## src/rtl/usb_wire_tx_driver.sv

```systemverilog
// ---------------------------------------------------------------------------
// usb_wire_tx_driver
//
// Bit-rate pacing stage of the USB serial interface engine transmit path.
// Line-state symbols arrive one per write strobe and are buffered in a small
// FIFO. They are then played out to the transceiver pins one symbol per bit
// period. Each symbol carries its own rate: full speed lasts FS_DIV clocks and
// low speed lasts LS_DIV clocks. When the FIFO runs dry at a symbol boundary,
// the line is released.
//
// Optional feature: define USB_TX_UNDERRUN_DET_EN to enable sticky underrun
// detection. This covers a packet that ends without a release symbol. With the
// macro undefined, TxUnderrun is tied low.
//
// Parameters
//   FIFO_DEPTH            symbol FIFO entries, power of two, 2..16
//   FS_DIV                clocks per full-speed bit
//   LS_DIV                clocks per low-speed bit (<= 32)
//
// Ports
//   clk                   system clock, 48 MHz
//   rst                   synchronous active-high reset
//   USBWireData   [1:0]   symbol line state {D+, D-}
//   USBWireCtrl           1 = drive the line during this symbol
//   USBWireFullSpeedRate  rate of the symbol being written (1 = FS, 0 = LS)
//   USBWireWEn            write strobe, one-cycle pulse per symbol
//   USBWireRdy            FIFO can accept a symbol this cycle
//   TxBitsOut     [1:0]   line state to the transceiver
//   TxOE                  transceiver output enable (1 = drive)
//   TxWireActive          high while a symbol is being timed out
//   TxUnderrun            sticky underrun flag
// ---------------------------------------------------------------------------
module usb_wire_tx_driver #(
    parameter int FIFO_DEPTH = 4,
    parameter int FS_DIV     = 4,
    parameter int LS_DIV     = 32
) (
    input  logic       clk,
    input  logic       rst,
    input  logic [1:0] USBWireData,
    input  logic       USBWireCtrl,
    input  logic       USBWireFullSpeedRate,
    input  logic       USBWireWEn,
    output logic       USBWireRdy,
    output logic [1:0] TxBitsOut,
    output logic       TxOE,
    output logic       TxWireActive,
    output logic       TxUnderrun
);

    localparam int PTR_W = $clog2(FIFO_DEPTH);
    localparam int CNT_W = $clog2(FIFO_DEPTH + 1);

    localparam logic [CNT_W-1:0] FULL_CNT = CNT_W'(FIFO_DEPTH);
    localparam logic [4:0]       FS_LOAD  = 5'(FS_DIV - 1);
    localparam logic [4:0]       LS_LOAD  = 5'(LS_DIV - 1);

    typedef struct packed {
        logic       rate;
        logic       ctrl;
        logic [1:0] data;
    } sym_t;

    typedef enum logic {
        IDLE   = 1'b0,
        ACTIVE = 1'b1
    } state_t;

    sym_t             mem [FIFO_DEPTH];
    logic [PTR_W-1:0] wr_ptr;
    logic [PTR_W-1:0] rd_ptr;
    logic [CNT_W-1:0] count;
    state_t           state;
    logic [4:0]       bit_cnt;

    logic push;
    logic pop;
    sym_t head;
    sym_t wr_sym;

    // Ready comes from the registered count only. A write strobe never feeds
    // back into its own acceptance.
    assign USBWireRdy = (count != FULL_CNT);
    assign push       = USBWireWEn && USBWireRdy;
    assign head       = mem[rd_ptr];
    assign wr_sym     = '{rate: USBWireFullSpeedRate, ctrl: USBWireCtrl, data: USBWireData};

    // A symbol is taken from the FIFO either to start a packet from idle, or at
    // the boundary where the current symbol's period has expired.
    assign pop = (count != '0) && ((state == IDLE) || (bit_cnt == '0));

    // NOTE: the storage array has no reset. Its contents are meaningless until
    // count says otherwise, so clearing it would only add reset fan-out.
    always_ff @(posedge clk) begin
        if (push) begin
            mem[wr_ptr] <= wr_sym;
        end
    end

    // Pointers wrap naturally because FIFO_DEPTH is a power of two.
    always_ff @(posedge clk) begin
        if (rst) begin
            wr_ptr <= '0;
            rd_ptr <= '0;
            count  <= '0;
        end else begin
            if (push) begin
                wr_ptr <= wr_ptr + 1'b1;
            end
            if (pop) begin
                rd_ptr <= rd_ptr + 1'b1;
            end
            case ({push, pop})
                2'b10:   count <= count + 1'b1;
                2'b01:   count <= count - 1'b1;
                default: count <= count;
            endcase
        end
    end

    // NOTE: all state and outputs here use non-blocking assignments. Each
    // branch can then read the pre-edge bit_cnt/state values without any
    // dependence on statement order.
    always_ff @(posedge clk) begin
        if (rst) begin
            state        <= IDLE;
            bit_cnt      <= '0;
            TxBitsOut    <= 2'b00;
            TxOE         <= 1'b0;
            TxWireActive <= 1'b0;
        end else begin
            case (state)
                IDLE: begin
                    if (pop) begin
                        TxBitsOut    <= head.data;
                        TxOE         <= head.ctrl;
                        bit_cnt      <= head.rate ? FS_LOAD : LS_LOAD;
                        TxWireActive <= 1'b1;
                        state        <= ACTIVE;
                    end
                end
                ACTIVE: begin
                    if (bit_cnt != '0) begin
                        bit_cnt <= bit_cnt - 1'b1;
                    end else if (pop) begin
                        // Seamless hand-over. The next symbol's own rate sets
                        // its period.
                        TxBitsOut <= head.data;
                        TxOE      <= head.ctrl;
                        bit_cnt   <= head.rate ? FS_LOAD : LS_LOAD;
                    end else begin
                        // Drained: release the line and keep the last line
                        // state on the pins.
                        TxOE         <= 1'b0;
                        TxWireActive <= 1'b0;
                        state        <= IDLE;
                    end
                end
                default: begin
                    state <= IDLE;
                end
            endcase
        end
    end

`ifdef USB_TX_UNDERRUN_DET_EN
    logic underrun;

    // TxOE still holds the ctrl bit of the last popped symbol. If that bit is
    // set when the FIFO drains, the packet never sent its release symbol.
    always_ff @(posedge clk) begin
        if (rst) begin
            underrun <= 1'b0;
        end else if ((state == ACTIVE) && (bit_cnt == '0) && (count == '0) && TxOE) begin
            underrun <= 1'b1;
        end
    end

    assign TxUnderrun = underrun;
`else
    assign TxUnderrun = 1'b0;
`endif

endmodule
```

## config.mk

```make
export PLATFORM = sky130hd
export DESIGN_NAME = usb_wire_tx_driver
export DESIGN_NICKNAME = d
export VERILOG_FILES = /design/src/rtl/usb_wire_tx_driver.sv
export SDC_FILE = /design/constraint.sdc
export NUM_CORES = 1
export LEC_CHECK = 0
export ABC_AREA = 1
export BUFFER_PORTS_ARGS = -buffer_cell sky130_fd_sc_hd__buf_2
export CAP_MARGIN = 25
export CORE_MARGIN = 2
export CORE_UTILIZATION = 30
export CTS_CLUSTER_DIAMETER = 50
export DETAILED_ROUTE_END_ITERATION = 10
export SLEW_MARGIN = 20
export SYNTH_ARGS = -nofsm -noshare
export SYNTH_HDL_FRONTEND = slang
export SYNTH_SLANG_ARGS = --single-unit
```

## constraint.sdc

```tcl
create_clock -name clk -period 5.63 [get_ports clk]
set_input_delay 0.8445 -clock clk [delete_from_list [all_inputs] [get_ports clk]]
set_output_delay 0.8445 -clock clk [all_outputs]
set_load 0.01 [all_outputs]
```

After elaboration in Yosys (flattened, before gate mapping)
Memory sizes are Yosys's and may differ from the RTL's. A register that Yosys moved wholly into a read port is not among the register bits.
Index checks and enable logic that the tools add are counted.
- output and inout port bits: 6
- memories: 1
- RAM bits: 16
- input port bits: 7
- bits in registers: 17
- add/subtract/negate cells: 5
- equality and inequality tests: 6
- reduce and logical (&&, ||, !) cells: 9
- bitwise logic cells: 1
- muxes and demuxes: 23
- memories (name ; depth ; width ; read ports ; clocked after Yosys merged registers in ; write ports ; RTL line ; source):
    mem ; 4 ; 4 ; 1 ; 1 ; 1 ; 69 ; sym_t mem [FIFO_DEPTH];
- operator list (operator ; number):
    $mux W5 ; 3
    $mux W1 ; 10
    $pmux W5 S2 ; 1
    $mux W2 ; 4
    $ne A2 B2 Y1 const B ; 3
    $pmux W1 S2 ; 3
    $pmux W3 S2 ; 1
    $logic_not A5 Y1 ; 1
    $reduce_bool A5 Y1 ; 1
    $sub A5 B1 Y5 const B ; 1
    $add A2 B1 Y2 const B ; 2
    $pmux W2 S2 ; 1
    $add A3 B1 Y3 const B ; 1
    $ne A3 B3 Y1 const B ; 1
    $reduce_and A3 Y1 ; 1
    $reduce_bool A3 Y1 ; 1
    $sub A3 B1 Y3 const B ; 1
    $eq A2 B1 Y1 const B ; 1
    $eq A2 B2 Y1 const B ; 1
    $logic_and A1 B1 Y1 ; 2
    $reduce_and A2 Y1 ; 1
    $reduce_bool A2 Y1 ; 1
    $logic_or A1 B1 Y1 ; 1
    $not A1 Y1 ; 1

Logic depth before layout (Yosys ltp)
Gate-level depths: netlist of the first run.
- depth in word-level cells: 6
- depth in mapped cells: 12
- mapped depth without buffers: 12

Worst setup path after synthesis of the first run
Ideal clock, no wire load.
- path kind: in2reg
- start: input USBWireWEn
- end: register count[2]
- data arrival time: 1936 ps
- setup time: 122 ps
- buffers on the path: 0
- cell stages on the path: 7
- path slack: 3572 ps
- path through: nand2_2 > ha_1 > fa_1 > a21oi_1 > o21ai_0 > o21ai_0 > a21oi_1
- longest elaborated chain between the ends: 3
- elaborated cells between the ends (all ways): 5
- those cells by class: 2 x eq/ne; 1 x mux; 2 x reduce/logical
- ends and longest elaborated chain (item ; RTL line ; source):
    start: declaration ; 43 ; input logic USBWireWEn,
    $logic_and A1 B1 Y1 * ; 84 ; assign push = USBWireWEn && USBWireRdy;
    $eq A2 B1 Y1 / $eq A2 B2 Y1 (equally long branches) ; 113 ; case ({push, pop})
    $pmux W3 S2 / $reduce_bool A2 Y1 (equally long branches) ; n/a ;
    end signal: assignment ; 114 ; 2'b10: count <= count + 1'b1;
    end signal: assignment ; 115 ; 2'b01: count <= count - 1'b1;
    end signal: assignment ; 116 ; default: count <= count;
    end: declaration ; 72 ; logic [CNT_W-1:0] count;
Every way passes the cells marked *; elsewhere a longest branch is shown, timed or not.
A chain may end at the register's enable or synchronous reset.

Worst setup path in the final report of the first run
- start: register bit_cnt[0]
- end: register count[2]
- longest elaborated chain between the ends: 5
- elaborated cells between the ends (all ways): 7
- those cells by class: 2 x eq/ne; 1 x mux; 4 x reduce/logical
- ends and longest elaborated chain (item ; RTL line ; source):
    start: declaration ; 74 ; logic [4:0] bit_cnt;
    start signal: assignment ; 137 ; bit_cnt <= head.rate ? FS_LOAD : LS_LOAD;
    start signal: assignment ; 144 ; bit_cnt <= bit_cnt - 1'b1;
    start signal: assignment ; 150 ; bit_cnt <= head.rate ? FS_LOAD : LS_LOAD;
    $logic_not A5 Y1 * ; 90 ; assign pop = (count != '0) && ((state == IDLE) || (bit_cnt == '0));
    $logic_or A1 B1 Y1 * ; 90 ;
    $logic_and A1 B1 Y1 * ; 90 ;
    net pop ; 77 ; logic pop;
    $eq A2 B1 Y1 / $eq A2 B2 Y1 (equally long branches) ; 113 ;
    $pmux W3 S2 / $reduce_bool A2 Y1 (equally long branches) ; n/a ;
Mark *: on every way through the listed nets, which the timed path passes. The rest lies on a longest branch.

==> impl_metrics.env, run 1 <==
export IMPL_status="complete, no violations"
export IMPL_swShare_pct=40.1
export IMPL_max_cap_violations=0
export IMPL_die_height_um=76.0
export IMPL_seqPwrFrac_pct=40.3
export IMPL_synth_edf_count=16
export IMPL_post_dp_cell_area_mm2=0.00167
export IMPL_vias=1100
export IMPL_htree_levels=2
export IMPL_powerDensity_mw_per_mm2=547
export IMPL_critical_path_arrival_ns=2.32
export IMPL_slowest_stage="fa_1"
export IMPL_coreArea_mm2=0.00504
export IMPL_antenna_found_initial=0
export IMPL_finalClockSkew_ns=0.00279
export IMPL_groute_layer_met1_usage_pct=14.1
export IMPL_fin_nets=194
export IMPL_fp_row_count=26
export IMPL_ctsHoldBuffers=0
export IMPL_p_leak_nw=0.720
export IMPL_gr_usage_met3_pct=2.84
export IMPL_setup_slack_ns=3.49
export IMPL_cts_resized=0
export IMPL_boundaryPins=13
export IMPL_slowest_delay_ns=0.38
export IMPL_endpoint_kind="flop"
export IMPL_drt_iter0_drc=70
export IMPL_layout_min_cycle_time_ns=2.14
export IMPL_yosys_most_used_dff="dfxtp_1"
export IMPL_synth_warnings=0
export IMPL_initial_core_util_pct=30.8
export IMPL_totalWireLength_um=2620
export IMPL_ys_seq_area_share_pct=55.4
export IMPL_syn2layout_area_growth_pct=13.7
export IMPL_postCtsSetupRepairBufs=0
export IMPL_drc=0
export IMPL_final_common_cell="nor2_1"
export IMPL_routedWlPerCell_um=10.4
export IMPL_clockBufferDepth=2
export IMPL_synth_cells=165
export IMPL_synth_top_area_share_pct=30.9
export IMPL_final_cell_mix="nor2_1, nand2_1, dfxtp_1"
export IMPL_die_area_mm2=0.00577
export IMPL_crit_chain="inv_1 -> ha_1 -> nand2_2 -> nand2_2 -> nand2_4 -> nor2_8 -> ha_1 -> fa_1 -> a21oi_1 -> o21ai_0 -> o21ai_0 -> a21oi_1"
export IMPL_critPathKind="flop to flop"
export IMPL_min_path_type="flop to flop"
export IMPL_cts_tree="done"
export IMPL_place_gp_congestion=0.729
export IMPL_synth_top_cell_by_area="edfxtp_1"
export IMPL_design_area_mm2=0.00177
export IMPL_switchingPower_mw=0.388
export IMPL_synthDistinctLibCells=25
export IMPL_vdd_drop_max_mv=0.198
export IMPL_dr_pass1_iters=4
export IMPL_root_buffer="clkbuf_8"
export IMPL_start_kind="flop"
export IMPL_grt_usage_pct=10.1
export IMPL_syn_area_mm2=0.00155
export IMPL_rsz0062_at_grt="false"
export IMPL_power_frac_comb_pct=40.3
export IMPL_max_freq_mhz=467
export IMPL_grt_pass1_wl_um=4580
export IMPL_crit_fanout=5
export IMPL_internal_power_mw=0.578
export IMPL_grt_util_met2_pct=13.8
export IMPL_pwr_share_clk_pct=19.4
export IMPL_yosys_top_cells_area="edfxtp_1, dfxtp_1, nor2_1"
export IMPL_setup_viol=0
export IMPL_grt_pass1_vias=1005
export IMPL_clock_latency_ns=0.28
export IMPL_clock_sinks=35
export IMPL_viasPerCell=4.38
export IMPL_busiest_layer="met1"
export IMPL_finalHoldViolCount=0
export IMPL_syn_num_nets=179
export IMPL_portBuffers=11
export IMPL_grt_start_max_net_pins=13
export IMPL_reg2reg_setup_slack_ns=3.49
export IMPL_antenna_cells=0
export IMPL_dpl_hpwl_um=1880
export IMPL_numCtsBuffers=5
export IMPL_synth_seq_cells=35
export IMPL_die_x_um=76.0
export IMPL_detail_route_antenna_nets=0
export IMPL_async_reset_ff_share_pct=0
export IMPL_holdWs_ns=0.473
export IMPL_cp_required_ns=5.80
export IMPL_overflow=0
export IMPL_finalPower_mw=0.966
export IMPL_drv_slew=0
export IMPL_clk_pin_slew_worst_paths_ns=0.07
export IMPL_tns_ns=0
export IMPL_place_ws_ns=3.39
export IMPL_period_share_pct=38.1
export IMPL_avgSynthCellArea_um2=9.42
export IMPL_drive_gt1_share_pct=17.1
[final cells by class]
cell class,count,area [um^2]
Inverter,19,71.3
Fill cell,512,3280
Sequential cell,35,861
Timing Repair Buffer,11,55.1
Multi-Input combinational cell,108,598
Clock inverter,2,11.3
Tap cell,70,87.6
Clock buffer,6,82.6
[path summary, 6_finish.rpt]
check	start	to	cells after the start
hold reg to reg	TxWireActive	TxWireActive	2
setup / recovery	bit_cnt[0]	count[2]	12
setup reg to reg	bit_cnt[0]	count[2]	12
hold / removal	TxWireActive	TxWireActive	2
[power by group through the flow]
stage / Sequential [mW] / Clock (mW) / Combinational [mW]
floorplan: 0.385 / 0 / 0.312
global placement: 0.395 / 0 / 0.385
detailed placement: 0.395 / 0 / 0.391
CTS: 0.390 / 0.195 / 0.393
global route: 0.401 / 0.206 / 0.452
finish: 0.389 / 0.187 / 0.389
[per-layer routing]
layer  vias up  wire length [um]  part of all wire [%]
met5         -                 0                     0
met1       501              1290                    49
met2        23              1160                    44
li1        571                 -                     -
met3         5               116                   4.4
met4         0                51                   1.9
[worst max-delay path: cells and delay by family, from the launching register on]
kind | cells | cell delay (ns)
compound gates | 4 | 0.47
buf+inv | 1 | 0.07
fa+ha+maj | 3 | 0.85
simple gates | 4 | 0.30
flops | 1 | 0.33
[cells by family after synthesis]
logic type	synth area share (%)
fa+ha+maj	6.12
flops	55.4
other cells	0.241
buf+inv	6.12
simple gates	20.0
compound gates	11.0
xor+xnor	1.13
[cell usage after synthesis (4+ instances only)]
library cell and n:
a21oi_1 14, dfxtp_1 19, edfxtp_1 16, ha_1 6
inv_1 15, inv_2 4, nand2_1 23, nand2_2 4
nand3_1 6, nor2_1 24, o21ai_0 16
[registers in the layout (all words and copies together), names as in the netlist, named ones only]
name / count
wr_ptr: 2
mem: 16
bit_cnt: 5
TxBitsOut: 2
rd_ptr: 2
TxOE: 1
TxWireActive: 1
count: 3
state: 1
[metrics by stage]
stage | utilization, % | cells
2_1_floorplan | - | 165
3_3_place_gp | 33.2 | 243
3_5_place_dp | 33.2 | 243
4_1_cts | 35.0 | 251
5_1_grt | 35.0 | 251
6_report | 35.0 | 251
Power figures use the tool's default switching activity.
==> inputs of run 2 (changes only) <==
Settings changed: ABC_AREA 1 to 0.
Clock period 5.63 ns to 2.1 ns, I/O delays scaled along.
==> impl_metrics.env, run 2 <==
export IMPL_reg2reg_setup_slack_ns=0.02
export IMPL_critical_path_arrival_ns=2.30
export IMPL_synthAdderAreaFrac_pct=6.20
export IMPL_ff2ff_path_depth=9
export IMPL_grt_usage_pct=11.3
export IMPL_htree_levels=2
export IMPL_endpoint_kind="flop"
export IMPL_p_leak_nw=0.694
export IMPL_yosys_most_used_dff="dfxtp_1"
export IMPL_overflow=0
export IMPL_slowest_delay_ns=0.47
export IMPL_finalClockSkew_ns=0.00472
export IMPL_slowest_stage="or4b_4"
export IMPL_drt_iter0_drc=34
export IMPL_dr_pass1_iters=4
export IMPL_synth_seq_cells=35
export IMPL_synth_common_cells="dfxtp_1, edfxtp_1, nor2_1"
export IMPL_antenna_found_initial=0
export IMPL_largest_register_ffs=16
export IMPL_synth_warnings=0
export IMPL_rr_endpoint="count[2]"
export IMPL_die_x_um=75.5
export IMPL_finalHoldViolCount=0
export IMPL_drv_slew=0
export IMPL_powerDensity_mw_per_mm2=1410
export IMPL_wl_met2_um=1430
export IMPL_detail_route_antenna_nets=0
export IMPL_vdd_drop_max_mv=0.580
export IMPL_wl_met3_um=130
export IMPL_synth_xor_area_share_pct=2.85
export IMPL_die_area_mm2=0.00570
export IMPL_clock_latency_ns=0.28
export IMPL_cts_resized=0
export IMPL_cts_tree="done"
export IMPL_synth_simple_area_share_pct=14.3
export IMPL_syn_area_mm2=0.00153
export IMPL_portBuffers=11
export IMPL_crit_fanout=2
export IMPL_wl_met1_um=1110
export IMPL_status="complete, no violations"
export IMPL_final_common_cell="dfxtp_1"
export IMPL_vias=1021
export IMPL_boundaryPins=13
export IMPL_ctsHoldBuffers=0
export IMPL_start_kind="flop"
export IMPL_cpMostUsedCell="ha_4"
export IMPL_fp_row_count=26
export IMPL_min_path_type="primary input to flop"
export IMPL_max_cap_violations=0
export IMPL_synth_top_area_share_pct=31.3
export IMPL_viasPerCell=4.60
export IMPL_synth_top_cell_by_area="edfxtp_1"
export IMPL_drive_gt1_share_pct=33.6
export IMPL_yosysMostFrequentCell="dfxtp_1"
export IMPL_initial_core_util_pct=30.6
export IMPL_layout_min_cycle_time_ns=2.08
export IMPL_totalWireLength_um=2730
export IMPL_crit_chain="inv_2 -> ha_4 -> or4b_4 -> a21oi_4 -> ha_4 -> fa_2 -> xnor2_1 -> or3_1 -> a21oi_1"
export IMPL_coreArea_mm2=0.00501
export IMPL_largest_register="mem"
export IMPL_place_gp_congestion=0.864
export IMPL_synth_compound_area_share_pct=10.1
export IMPL_yosys_top_cells_area="edfxtp_1, dfxtp_1, mux4_2"
export IMPL_muxShareOfSynthArea_pct=6.53
export IMPL_async_reset_ff_share_pct=0
export IMPL_clock_sinks=35
export IMPL_top_layer="met4"
export IMPL_avgSynthCellArea_um2=12.3
export IMPL_grt_pass1_wl_um=4720
export IMPL_holdWs_ns=0.247
export IMPL_dpl_hpwl_um=2060
export IMPL_ys_seq_area_share_pct=56.1
export IMPL_clockBufferDepth=2
export IMPL_synth_edf_count=16
export IMPL_synth_cells=125
export IMPL_period_share_pct=99.3
export IMPL_critPathKind="flop to flop"
export IMPL_grt_pass1_vias=1017
export IMPL_synth_top_family_by_area="simple AND/OR/NAND/NOR gates"
export IMPL_routedWlPerCell_um=12.3
export IMPL_syn_num_nets=139
export IMPL_cp_required_ns=2.31
export IMPL_drc=0
export IMPL_die_height_um=75.5
export IMPL_antenna_cells=0
export IMPL_r2r_start="bit_cnt[0]"
export IMPL_setup_viol=0
export IMPL_holdPathEnd="mem[0][1]"
export IMPL_final_cell_mix="dfxtp_1, edfxtp_1, buf_4"
export IMPL_reg_top3="mem (16), bit_cnt (5), count (3)"
export IMPL_root_buffer="clkbuf_8"
export IMPL_clk_pin_slew_worst_paths_ns=0.07
export IMPL_syn2layout_area_growth_pct=21.1
export IMPL_grt_start_max_net_pins=21
export IMPL_fin_nets=165
export IMPL_numCtsBuffers=5
export IMPL_synthDistinctLibCells=36
export IMPL_min_path_cells=1
export IMPL_min_delay_start="USBWireData[1]"
export IMPL_final_util_pct=37.1
export IMPL_rsz0062_at_grt="true"
export IMPL_max_freq_mhz=480
run 2: cells by family (layout without fill, tap and decap cells):
logic type	Yosys count	count (layout)
XOR/XNOR	5	5
flip-flops	35	35
buffers and inverters	12	39
other	1	1
AND/OR/NAND/NOR	38	38
adder cells (fa/ha/maj)	7	7
AO/OA/AOI/OAI	22	22
multiplexers	5	5
run 2: per-layer routing:
layer  track usage, %  vias up
met5                0        -
met4             6.24        0
met3             3.44        7
met2             18.5       26
met1             13.3      488
li1                 -      500
run 2: power by group:
group / total [mW] / switching, mW / internal (mW)
logic: 1.13 / 0.556 / 0.575
registers: 1.03 / 0.138 / 0.892
clock network: 0.452 / 0.226 / 0.226
total: 2.61 / 0.920 / 1.69
run 2: worst max path at each step:
| stage | from | to | cells after the start |
|---|---|---|---|
| after floorplan | bit_cnt[1] | count[2] | 9 |
| after global placement | bit_cnt[1] | count[2] | 9 |
| after detailed placement | bit_cnt[1] | count[2] | 9 |
| after CTS | bit_cnt[0] | count[2] | 9 |
| after global routing | bit_cnt[0] | count[2] | 9 |
| final | bit_cnt[0] | count[2] | 9 |
run 2: critical path, delay by kind of cell (launching register included):
family / cells / cell delay, ns
and+or+nand+nor: 2 / 0.78
adders and majority gates: 3 / 0.47
DFF: 1 / 0.32
AOI/OAI and AO/OA: 2 / 0.29
xor gates and xnor gates: 1 / 0.07
buffers and inverters: 1 / 0.06
run 2: layout make-up:
class,count,area (um^2)
Inverter,7,26.3
Timing Repair Buffer,24,153
Sequential cell,35,863
Clock buffer,5,68.8
Fill cell,502,3150
Tap cell,70,87.6
Clock inverter,3,15.0
Multi-Input combinational cell,78,644
run 2: timing repair:
action	4_1_cts	5_1_grt
endpoints found under the setup margin	1	2
cloned	0	0
buffers inserted	3	1
pin swaps	5	4
run 2: per-stage QoR:
| step | setup WS, ns | power (mW) | TNS [ns] | cell area (um^2) | cells |
|---|---|---|---|---|---|
| finish | 0.0152 | 2.61 | 0 | 1860 | 222 |
| global route | -0.0670 | 2.82 | -0.0868 | 1860 | 222 |
| CTS | -0.0323 | 2.61 | -0.0323 | 1850 | 221 |
| detailed placement | -0.0210 | 2.13 | -0.0210 | 1740 | 210 |
| global placement | 0.0529 | 2.07 | 0 | 1740 | 210 |
| floorplan | -0.0333 | 1.79 | -0.0575 | 1560 | 125 |
==> inputs of run 3 (changes only) <==
Settings changed: ABC_AREA 0 to 1.
==> impl_metrics.env, run 3 (synthesized netlist as in run 1, its figures left out) <==
export IMPL_status="complete, no violations"
export IMPL_drv_slew=0
export IMPL_vdd_drop_max_mv=0.357
export IMPL_finalHoldViolCount=0
export IMPL_largest_register="mem"
export IMPL_detail_route_antenna_nets=0
export IMPL_numCtsBuffers=5
export IMPL_layout_min_cycle_time_ns=1.92
export IMPL_fp_row_count=26
export IMPL_critical_path_arrival_ns=2.11
export IMPL_root_buffer="clkbuf_8"
export IMPL_vias=1091
export IMPL_min_path_cells=1
export IMPL_clockBufferDepth=2
export IMPL_drt_iter0_drc=46
export IMPL_setup_viol=0
export IMPL_finalClockSkew_ns=0.00675
export IMPL_die_height_um=76.0
export IMPL_viasPerCell=4.30
export IMPL_crit_fanout=5
export IMPL_cts_resized=0
export IMPL_p_leak_nw=0.729
export IMPL_grt_start_max_net_pins=13
export IMPL_coreArea_mm2=0.00504
export IMPL_final_common_cell="nor2_1"
export IMPL_grt_usage_pct=10.4
export IMPL_min_path_type="primary input to flop"
export IMPL_antenna_cells=0
export IMPL_htree_levels=2
export IMPL_overflow=0
export IMPL_clock_sinks=35
export IMPL_die_area_mm2=0.00577
export IMPL_final_cell_mix="nor2_1, nand2_1, dfxtp_1"
export IMPL_initial_core_util_pct=30.8
export IMPL_reg_top3="mem (16), bit_cnt (5), count (3)"
export IMPL_max_cap_violations=0
export IMPL_period_share_pct=91.6
export IMPL_cp_required_ns=2.28
export IMPL_drive_gt1_share_pct=19.0
export IMPL_nFillCells=512
export IMPL_cts_tree="done"
export IMPL_clk_pin_slew_worst_paths_ns=0.07
export IMPL_totalWireLength_um=2690
export IMPL_drc=0
export IMPL_place_gp_congestion=0.763
export IMPL_start_kind="flop"
export IMPL_grt_pass1_vias=972
export IMPL_endpoint_kind="flop"
export IMPL_largest_register_ffs=16
export IMPL_syn2layout_area_growth_pct=14.7
export IMPL_fin_nets=197
export IMPL_ff2ff_path_depth=12
export IMPL_setup_slack_ns=0.177
export IMPL_rsz0062_at_grt="false"
export IMPL_critPathKind="flop to flop"
export IMPL_tns_ns=0
export IMPL_max_freq_mhz=520
export IMPL_grt_pass1_wl_um=4560
export IMPL_powerDensity_mw_per_mm2=1470
export IMPL_dpl_hpwl_um=1970
export IMPL_ctsHoldBuffers=0
export IMPL_die_x_um=76.0
export IMPL_routedWlPerCell_um=10.6
export IMPL_place_ws_ns=0.0596
export IMPL_final_util_pct=35.3
export IMPL_dr_pass1_iters=4
export IMPL_portBuffers=11
export IMPL_postCtsSetupRepairBufs=0
export IMPL_antenna_found_initial=0
export IMPL_boundaryPins=13
export IMPL_clock_latency_ns=0.29
==> run 3: path summary, 6_finish.rpt <==
| check | from | endpoint | slack (ns) |
|---|---|---|---|
| worst min register to register | TxWireActive | TxWireActive | 0.48 |
| worst max register to register | bit_cnt[0] | count[2] | 0.18 |
| worst min-delay path | USBWireData[0] | mem[0][0] | 0.24 |
| worst max-delay path | bit_cnt[0] | count[2] | 0.18 |
==> run 3: cell type report <==
type,count,area (um^2),area share [%]
flip-flops and latches,35,861,48.3
multi-input cells,108,603,33.8
well taps,70,87.6,4.92
repair buffers,14,77.6,4.35
clock buffers,7,76.3,4.28
inverters,19,71.3,4.00
clock inverters,1,5.00,0.281
==> run 3: critical path, stage by stage (launching register included) <==
cell and delay, ns:
dfxtp_1 0.33, inv_1 0.07, ha_1 0.22, nand2_2 0.08
nand2_2 0.06, nand2_4 0.09, nor2_8 0.04, ha_2 0.19
fa_2 0.34, a21oi_1 0.12, o21ai_1 0.09, o21ai_1 0.14
a21oi_1 0.05
==> run 3: per-layer routing <==
layer  track usage [%]  vias up  routed length, um
met5                 0        -                  0
met4              6.00        0                 71
met3              4.50        6                119
met2              14.6       16               1200
met1              13.2      493               1300
li1                  -      576                  -
==> run 3: through the flow <==
| step | hold slack, ns | cell area (um^2) | instances | total power, mW |
|---|---|---|---|---|
| 3_5_place_dp | 0.465 | 1700 | 246 | 2.15 |
| 3_3_place_gp | 0.461 | 1700 | 246 | 2.15 |
| 5_1_grt | 0.243 | 1780 | 254 | 2.85 |
| 6_report | 0.239 | 1780 | 254 | 2.61 |
| 2_1_floorplan | 0.384 | 1550 | 165 | 1.87 |
| 4_1_cts | 0.233 | 1780 | 254 | 2.63 |
==> run 3: report_power, final <==
part           leakage (nW)  total, mW  switching [mW]  internal [mW]
Combinational         0.382       1.10           0.657          0.439
Clock                0.0422      0.469           0.236          0.233
Sequential            0.304       1.05           0.143          0.903
